==> src/rtl/fb_write_arbiter.sv <==
// fb_write_arbiter: round-robin merge of two pixel writers into a FIFO that drains to the frame buffer only during blanking.
// The strobe is registered one edge after the pop; ready is low while the FIFO is full or flushing. Stall counters: FB_ARB_STATS_EN.

module fb_wr_fifo #(
  parameter int W     = 8,
  parameter int DEPTH = 4
) (
  input  logic                     clk,
  input  logic                     rst_n,
  input  logic                     flush,
  input  logic                     push_vld,
  input  logic [W-1:0]             push_dat,
  input  logic                     pop_rdy,
  output logic [W-1:0]             pop_dat,
  output logic [$clog2(DEPTH):0]   count,
  output logic                     full,
  output logic                     empty
);
  localparam int PW = $clog2(DEPTH);
  localparam int CW = PW + 1;

  logic [W-1:0]  mem [DEPTH];
  logic [PW-1:0] wr_ptr;
  logic [PW-1:0] rd_ptr;
  logic          do_push;
  logic          do_pop;

  assign full    = (count == CW'(DEPTH));
  assign empty   = (count == '0);
  // A full FIFO refuses a push even when a pop frees a slot in the same cycle.
  assign do_push = push_vld && !full && !flush;
  assign do_pop  = pop_rdy && !empty && !flush;
  assign pop_dat = mem[rd_ptr];

  always_ff @(posedge clk) begin
    if (do_push) mem[wr_ptr] <= push_dat;
  end

  always_ff @(posedge clk or negedge rst_n) begin
    if (!rst_n) begin
      wr_ptr <= '0;
      rd_ptr <= '0;
      count  <= '0;
    end else if (flush) begin
      wr_ptr <= '0;
      rd_ptr <= '0;
      count  <= '0;
    end else begin
      if (do_push) wr_ptr <= wr_ptr + PW'(1);
      if (do_pop)  rd_ptr <= rd_ptr + PW'(1);
      count <= count + CW'(do_push) - CW'(do_pop);
    end
  end
endmodule

module fb_write_arbiter #(
  parameter int ADDR_W     = 16,
  parameter int DATA_W     = 3,
  parameter int FIFO_DEPTH = 4
) (
  input  logic                          clk,
  input  logic                          reset_,
  input  logic                          i_flush,
  input  logic                          i_fetch_next_pixel,
  input  logic                          i_req0_valid,
  input  logic [ADDR_W-1:0]             i_req0_addr,
  input  logic [DATA_W-1:0]             i_req0_data,
  output logic                          o_req0_ready,
  input  logic                          i_req1_valid,
  input  logic [ADDR_W-1:0]             i_req1_addr,
  input  logic [DATA_W-1:0]             i_req1_data,
  output logic                          o_req1_ready,
  output logic                          o_fb_update,
  output logic [ADDR_W-1:0]             o_fb_addr,
  output logic [DATA_W-1:0]             o_fb_data,
  output logic [$clog2(FIFO_DEPTH):0]   o_fifo_level,
  output logic                          o_busy
`ifdef FB_ARB_STATS_EN
  ,
  output logic [15:0]                   o_stall0_cnt,
  output logic [15:0]                   o_stall1_cnt
`endif
);
  localparam int LW = $clog2(FIFO_DEPTH) + 1;

  typedef struct packed {
    logic [ADDR_W-1:0] addr;
    logic [DATA_W-1:0] data;
  } wr_t;

  typedef enum logic [1:0] {IDLE, WAIT_BLANK, WRITE} state_t;

  state_t        state;
  state_t        state_nxt;
  logic          last_grant;
  logic          can_grant;
  logic          grant0;
  logic          grant1;
  logic          xfer0;
  logic          xfer1;
  logic          push;
  logic          pop;
  wr_t           push_dat;
  wr_t           head;
  logic [LW-1:0] count;
  logic [LW-1:0] count_nxt;
  logic          full;
  logic          empty;

  // Ready is held low combinationally while reset_ is asserted.
  assign can_grant    = reset_ && !full && !i_flush;
  assign grant0       = i_req0_valid && (!i_req1_valid || last_grant);
  assign grant1       = i_req1_valid && (!i_req0_valid || !last_grant);
  assign o_req0_ready = can_grant && grant0;
  assign o_req1_ready = can_grant && grant1;
  assign xfer0        = i_req0_valid && o_req0_ready;
  assign xfer1        = i_req1_valid && o_req1_ready;
  assign push         = xfer0 || xfer1;
  assign push_dat     = xfer1 ? {i_req1_addr, i_req1_data} : {i_req0_addr, i_req0_data};
  assign pop          = !empty && !i_fetch_next_pixel && !i_flush;

  fb_wr_fifo #(
    .W     ($bits(wr_t)),
    .DEPTH (FIFO_DEPTH)
  ) u_fifo (
    .clk      (clk),
    .rst_n    (reset_),
    .flush    (i_flush),
    .push_vld (push),
    .push_dat (push_dat),
    .pop_rdy  (pop),
    .pop_dat  (head),
    .count    (count),
    .full     (full),
    .empty    (empty)
  );

  always_comb begin
    state_nxt = state;
    count_nxt = count + LW'(push) - LW'(pop);
    if (i_flush) begin
      state_nxt = IDLE;
    end else begin
      case (state)
        IDLE: begin
          if (count_nxt != '0) state_nxt = i_fetch_next_pixel ? WAIT_BLANK : WRITE;
        end
        WAIT_BLANK: begin
          if (!i_fetch_next_pixel) state_nxt = (count_nxt == '0) ? IDLE : WRITE;
        end
        WRITE: begin
          if (count_nxt == '0)         state_nxt = IDLE;
          else if (i_fetch_next_pixel) state_nxt = WAIT_BLANK;
        end
        default: state_nxt = IDLE;
      endcase
    end
  end

  always_ff @(posedge clk or negedge reset_) begin
    if (!reset_) begin
      state       <= IDLE;
      last_grant  <= 1'b1;
      o_fb_update <= 1'b0;
      o_fb_addr   <= '0;
      o_fb_data   <= '0;
    end else begin
      state       <= state_nxt;
      if (push) last_grant <= xfer1;
      // A popped entry always completes its strobe, even if active video resumes.
      o_fb_update <= pop;
      if (pop) begin
        o_fb_addr <= head.addr;
        o_fb_data <= head.data;
      end
    end
  end

  assign o_busy       = (state != IDLE);
  assign o_fifo_level = count;

`ifdef FB_ARB_STATS_EN
  always_ff @(posedge clk or negedge reset_) begin
    if (!reset_) begin
      o_stall0_cnt <= '0;
      o_stall1_cnt <= '0;
    end else if (i_flush) begin
      o_stall0_cnt <= '0;
      o_stall1_cnt <= '0;
    end else begin
      if (i_req0_valid && !o_req0_ready && o_stall0_cnt != 16'hFFFF)
        o_stall0_cnt <= o_stall0_cnt + 16'd1;
      if (i_req1_valid && !o_req1_ready && o_stall1_cnt != 16'hFFFF)
        o_stall1_cnt <= o_stall1_cnt + 16'd1;
    end
  end
`else
  // Stall counters are compiled out in this build.
`endif
endmodule

==> config.mk <==
export PLATFORM = sky130hd
export DESIGN_NAME = fb_write_arbiter
export DESIGN_NICKNAME = d
export VERILOG_FILES = /design/src/rtl/fb_write_arbiter.sv
export SDC_FILE = /design/constraint.sdc
export NUM_CORES = 1
export LEC_CHECK = 0
export BUFFER_PORTS_ARGS = -buffer_cell sky130_fd_sc_hd__buf_2
export CAP_MARGIN = 15
export CORE_UTILIZATION = 40
export DETAILED_ROUTE_END_ITERATION = 10
export PLACE_DENSITY = 0.65
export RECOVER_POWER = 50
export SYNTH_ARGS = -nofsm -noshare
export SYNTH_HDL_FRONTEND = slang
export SYNTH_SLANG_ARGS = --single-unit
==> constraint.sdc <==
create_clock -name clk -period 7.1 [get_ports clk]
set_input_delay 0.71 -clock clk [delete_from_list [all_inputs] [get_ports clk]]
set_output_delay 0.71 -clock clk [all_outputs]
set_load 0.01 [all_outputs]
# After elaboration in Yosys (flattened, before gate mapping)
# Memories as Yosys holds them, arrays and structs flattened. A register that Yosys moved wholly into a read port is not among the register bits.
# Index checks and enable logic that the tools add are counted.
# op_classes
mux,16
n_addsub,6
eq_ne,6
n_reduce_logical,33
# op_table
cell,count
$mux W2,11
$mux W19,1
$logic_and A1 B1 Y1,14
$logic_not A1 Y1,8
$add A3 B1 Y3,2
$logic_not A3 Y1,2
$ne A3 B3 Y1 const B,2
$pmux W2 S3,1
$reduce_bool A2 Y1,3
$sub A3 B1 Y3,2
$add A2 B1 Y2 const B,2
$ne A4 B4 Y1 const B,1
$eq A3 B3 Y1 const B,1
$logic_or A1 B1 Y1,3
$mux W3,1
$reduce_and A3 Y1,1
$reduce_bool A3 Y1,1
$eq A2 B1 Y1 const B,1
$eq A2 B2 Y1 const B,1
$logic_not A2 Y1,1
$mux W1,2
# totals
mem_count,1
ram_bits,76
output_inout_bits,26
ff_bits,11
word_cells,68
# memory_table
memory,depth,word_bits,rd,rd_clocked_by_memory_dff,wr,line_no,rtl
u_fifo.mem,4,19,1,1,1,22,logic [W-1:0] mem [DEPTH];

# Logic depth before layout (Yosys ltp)
# logic_depth
depth_word,14
depth_mapped,10

# Cells and area by module
# A second synthesis with hierarchy kept.
# hier_totals
cells_unflattened,239
area_unflattened_um2,4509.3
# by_module_without_submodules
mod,cells_each,seq_area_each_um2,area_per_inst_um2,n_inst
fb_wr_fifo,147,2457.4,3220.6,1
fb_write_arbiter,92,576.8,1288.7,1

# Worst setup path before layout
# Ideal clock, no wire load.
# synth_path
path_type,input to register
from,input i_flush
to,register state[0]
n_path_buf,0
path_slack_ns,4.690
t_required_ns,6.972
setup_time_ns,0.128
t_arrival_ns,2.282
path_stages,9
cell_sequence,or3_4 inv_1 ha_1 inv_1 ha_1 fa_1 xnor3_1 nor3_1 a21oi_1
# synth_via
elab_cells_between_ends,19
cone_classes,add/sub (2); eq/ne (3); mux (3); reduce/logical (11)
# synth_rtl
element,line_no,rtl
start: declaration,63,"input logic i_flush,"
$logic_not A1 Y1 (*),120,assign pop = !empty && !i_fetch_next_pixel && !i_flush;
$logic_and A1 B1 Y1 (*),120,
via pop,102,logic pop;
$sub A3 B1 Y3 (*),140,count_nxt = count + LW'(push) - LW'(pop);
$logic_not A3 Y1,152,if (count_nxt == '0) state_nxt = IDLE;
$mux W2,152,
$pmux W2 S3,144,case (state)
$mux W2,141,if (i_flush) begin
end signal: assignment,168,state <= state_nxt;
end: declaration,93,state_t state;
# Mark *: on every way through the listed nets, which the timed path passes. The rest lies on a longest branch.
# A chain may end at the register's enable or synchronous reset.

# Worst setup path after layout
# layout_path
from,input reset_
to,output o_req1_ready
# layout_via
elab_chain_len,3
# layout_lines
element,line_no,rtl
start: declaration,62,"input logic reset_,"
$logic_and A1 B1 Y1 (2 in a row),111,assign can_grant = reset_ && !full && !i_flush;
$logic_and A1 B1 Y1,115,assign o_req1_ready = can_grant && grant1;
end: declaration,72,"output logic o_req1_ready,"
# Every way passes these cells.

==> out/metrics.cfg <==
[die]
number_of_rows_in_the_core_area = 38
fp.dieArea_um2 = 11890
floorplan.initialDensity_pct = 41.73
die_w_um = 109.0
vert_die_dim_um = 109.0
num_io_pins = 70
core_um2 = 10980

[critical_path]
critical-path-max-stage-delay_ns = 1.25
worst_setup_path_end_kind = primary output
setup.worst_path.start_class = input pin
criticalPathCategory = in2out
worstSetupEndpoint = o_req1_ready
worstPathArrival_ns = 3.10
worst_r2r_endpoint = u_fifo.count[1]
timing.critical_path.required_ns = 6.39
path_cells = clkbuf_1 -> and2b_1 -> nand4_4 -> inv_1 -> buf_2
cp_num_buf_inv = 3
cell_type_group_with_the_largest_total_delay_on_the_critical_path = buffers and inverters
crit-reg2reg-launch = u_fifo.count[1]
timing.critical_path.slowest_stage_cell = sky130_fd_sc_hd__clkbuf_1
ff2ff_setup_slack_ns = 4.31
worst-path-max-fanout = 31
setup.worst_path.start = reset_
worst_r2r_path_depth = 8
worstSetupPathDepth = 5

[placement]
routabilityCongestion = 0.6656
portBuffers = 69
dp_worst_setup_slack_ns = 3.856
placed_cells = 433
dp.final_hpwl_um = 4876

[status]
violations_in_the_final_reports = max-capacitance violations, max-slew violations
outcome = complete, but fails checks

[layout]
share_of_cells_above_drive_strength_1_pct = 31.07
insertedDiodeCount = 0
layoutNonFillerInstCount = 449
fin_util_pct = 47.31
area_delta_synth_final_pct = 13.38
final_stage_net_count = 359

[sta]
finalClockSkew_ns = 0.007340
unrepaired_setup_endpoints_after_global_routing = false
finalCriticalPeriod_ns = 3.810
count_of_final_setup_violators = 0
layout_worst_path_cycle_share_pct = 53.67
setup_ws_ns = 3.290
setup_tns_ns = 0
report.final.slew_viol_count = 32
maxClockFrequency_mhz = 262.4
worstMarginPinSlew_ns = 1.770
final-hold-violation-count = 0
max_slew_margin_pct = -18.00

[global_route]
via_count_of_the_first_global_routing_pass = 2299
grt_max_degree = 32
grt.total_usage_pct = 14.25
wire_length_of_the_first_global_routing_pass_um = 12180
global_route.overflow_total = 0
initial_antenna_violation_count = 0

[hold_path]
worst_min_delay_path_startpoint = o_fb_addr[13]
hold_path.class = reg2reg

[yosys]
synth.area.top_cells = sky130_fd_sc_hd__edfxtp_1, sky130_fd_sc_hd__dfrtp_1, sky130_fd_sc_hd__mux4_1, sky130_fd_sc_hd__mux2_4, sky130_fd_sc_hd__mux2_2
syn_inst = 232
synth_top_cell_area_share_pct = 49.80
synth_sequential_area_ratio_pct = 66.20
count_of_flip_flops_with_a_built_in_enable_after_synthesis = 76
synth.largest_area_cell = sky130_fd_sc_hd__edfxtp_1
synth_flop_cell = sky130_fd_sc_hd__edfxtp_1
syn_avg_cell_area_um2 = 19.75
post_synthesis_net_count = 286
postSynth.asyncResetShare_pct = 28.30
synthesized_area_um2 = 4583
yosys_register_bits = 106
count_of_warnings_emitted_by_yosys = 0
synth_cell_type_count = 38

[clocking]
post-cts-setup-buffer-count = 0
postCtsResizedCells = 0
clk_latency_ns = 0.33
cts-root-to-sink-buffers = 2
h-tree-depth = 3
cts_sink_cnt = 106
numCtsBuffers = 9
cts_clock_pin_slew_for_the_worst_setup_and_hold_paths_ns = 0.06
cts_tree = done
cts_hold_repair.buffers = 0
cts_root_buf = sky130_fd_sc_hd__clkbuf_16

[detailed_routing]
drt-initial-drc-count = 72
routedWlPerCell_um = 16.89
routed_vias = 2247
postRouteWirelength_um = 7583
detailedRoute.firstPassIterationCount = 5
remaining_drc_errors = 0
vias_per_inst = 5.004
antenna_violating_nets_post_route = 0

[power_and_ir_drop]
power_leakage_nw = 1.987
power-per-cell-area_nw_per_um2 = 314.9
irDropWorstVdd_mv = 0.1536

[job]
max-cap-violations = 1

-- placed cells by master (no fill, tap or decap), types with 2 or more instances in the layout --
master                      instances
sky130_fd_sc_hd__nor2_1             2
sky130_fd_sc_hd__ha_1               8
sky130_fd_sc_hd__clkinv_2           2
sky130_fd_sc_hd__dfrtp_1           29
sky130_fd_sc_hd__fa_1               2
sky130_fd_sc_hd__mux4_1            13
sky130_fd_sc_hd__clkbuf_16          9
sky130_fd_sc_hd__a21oi_1            2
sky130_fd_sc_hd__xnor2_1            2
sky130_fd_sc_hd__nor2b_1            2
sky130_fd_sc_hd__mux2_1            11
sky130_fd_sc_hd__clkinv_4           2
sky130_fd_sc_hd__mux4_2             6
sky130_fd_sc_hd__clkinv_1           2
sky130_fd_sc_hd__edfxtp_1          76
sky130_fd_sc_hd__nand2_1            3
sky130_fd_sc_hd__mux2_2            19
sky130_fd_sc_hd__clkbuf_1          26
sky130_fd_sc_hd__mux2_4             9
sky130_fd_sc_hd__and2_1             5
sky130_fd_sc_hd__inv_1             14
sky130_fd_sc_hd__a31oi_1            2
sky130_fd_sc_hd__nor3_1             2
sky130_fd_sc_hd__buf_2             44
-- power breakdown --
part | leakage [nW] | total, W | internal [W] | switching [W]
clock network | 0.130 | 0.000435 | 0.000233 | 0.000202
registers | 1.06 | 0.000829 | 0.000765 | 0.0000639
logic | 0.798 | 0.000373 | 0.000194 | 0.000179
-- cell usage after synthesis, types with 3 or more instances --
library cell / number
sky130_fd_sc_hd__edfxtp_1: 76
sky130_fd_sc_hd__dfrtp_1: 29
sky130_fd_sc_hd__mux2_4: 20
sky130_fd_sc_hd__mux2_2: 19
sky130_fd_sc_hd__inv_1: 13
sky130_fd_sc_hd__mux4_1: 13
sky130_fd_sc_hd__ha_1: 8
sky130_fd_sc_hd__mux4_2: 6
sky130_fd_sc_hd__and2_1: 5
sky130_fd_sc_hd__buf_6: 4
sky130_fd_sc_hd__nand2_1: 3
-- through the flow --
step                area (um^2)  power [W]  hold WS [ns]
floorplan                  4583   0.001116        0.4144
global placement           5011   0.001233        0.4859
detailed placement         5011   0.001246        0.4910
CTS                        5271   0.001684        0.4581
global route               5196   0.001734        0.5215
finish                     5196   0.001636        0.5044
-- worst min path at each step --
stage / endpoint / slack (ns) / cells past startpoint
after floorplan: o_fb_addr[0] / 0.41 / 0
after global placement: o_fb_addr[13] / 0.49 / 1
after CTS: o_fb_addr[9] / 0.46 / 1
final: o_fb_addr[13] / 0.50 / 1
after global routing: o_fb_addr[10] / 0.52 / 1
after detailed placement: o_fb_addr[13] / 0.49 / 1
-- worst reg2reg max path, cell delays in order, from the launching register on --
cell and delay [ns]:
sky130_fd_sc_hd__dfrtp_1 0.45, sky130_fd_sc_hd__nor3_1 0.12, sky130_fd_sc_hd__or3_1 0.37, sky130_fd_sc_hd__inv_1 0.64
sky130_fd_sc_hd__ha_1 0.37, sky130_fd_sc_hd__inv_1 0.06, sky130_fd_sc_hd__ha_1 0.15, sky130_fd_sc_hd__fa_1 0.39
sky130_fd_sc_hd__nor2b_1 0.13
-- state kept, by name, indices dropped and copies added, names as in the netlist --
| register | count |
|---|---|
| o_fb_addr | 16 |
| u_fifo.mem | 76 |
| u_fifo.count | 3 |
| u_fifo.wr_ptr | 2 |
| last_grant | 1 |
| o_fb_data | 3 |
| o_fb_update | 1 |
| state | 2 |
| u_fifo.rd_ptr | 2 |
-- layout make-up --
cell class / instances / area [um^2]
clock buffers: 9 / 225.2
clock inverters: 6 / 35.03
fillers: 931 / 5787
inverters: 14 / 52.55
multi-input cells: 104 / 1356
flip-flops and latches: 106 / 3034
well taps: 140 / 175.2
repair buffers: 70 / 317.8
-- cells by family after synthesis --
family | synth area share (%)
flops | 66.20
mux | 21.84
buf+inv | 3.167
simple gates | 3.304
compound gates | 1.556
fa+ha+maj | 3.058
xor+xnor | 0.8736
-- layer usage --
metal  vias up  track usage, %  part of all wire [%]
met2        61           23.09                    48
met4         0           4.054                  0.96
met1      1126           18.90                    46
met5         -               0                     0
li1       1054               -                     -
met3         6           3.766                   4.5
Note: power is estimated with default switching activity, not from simulation.
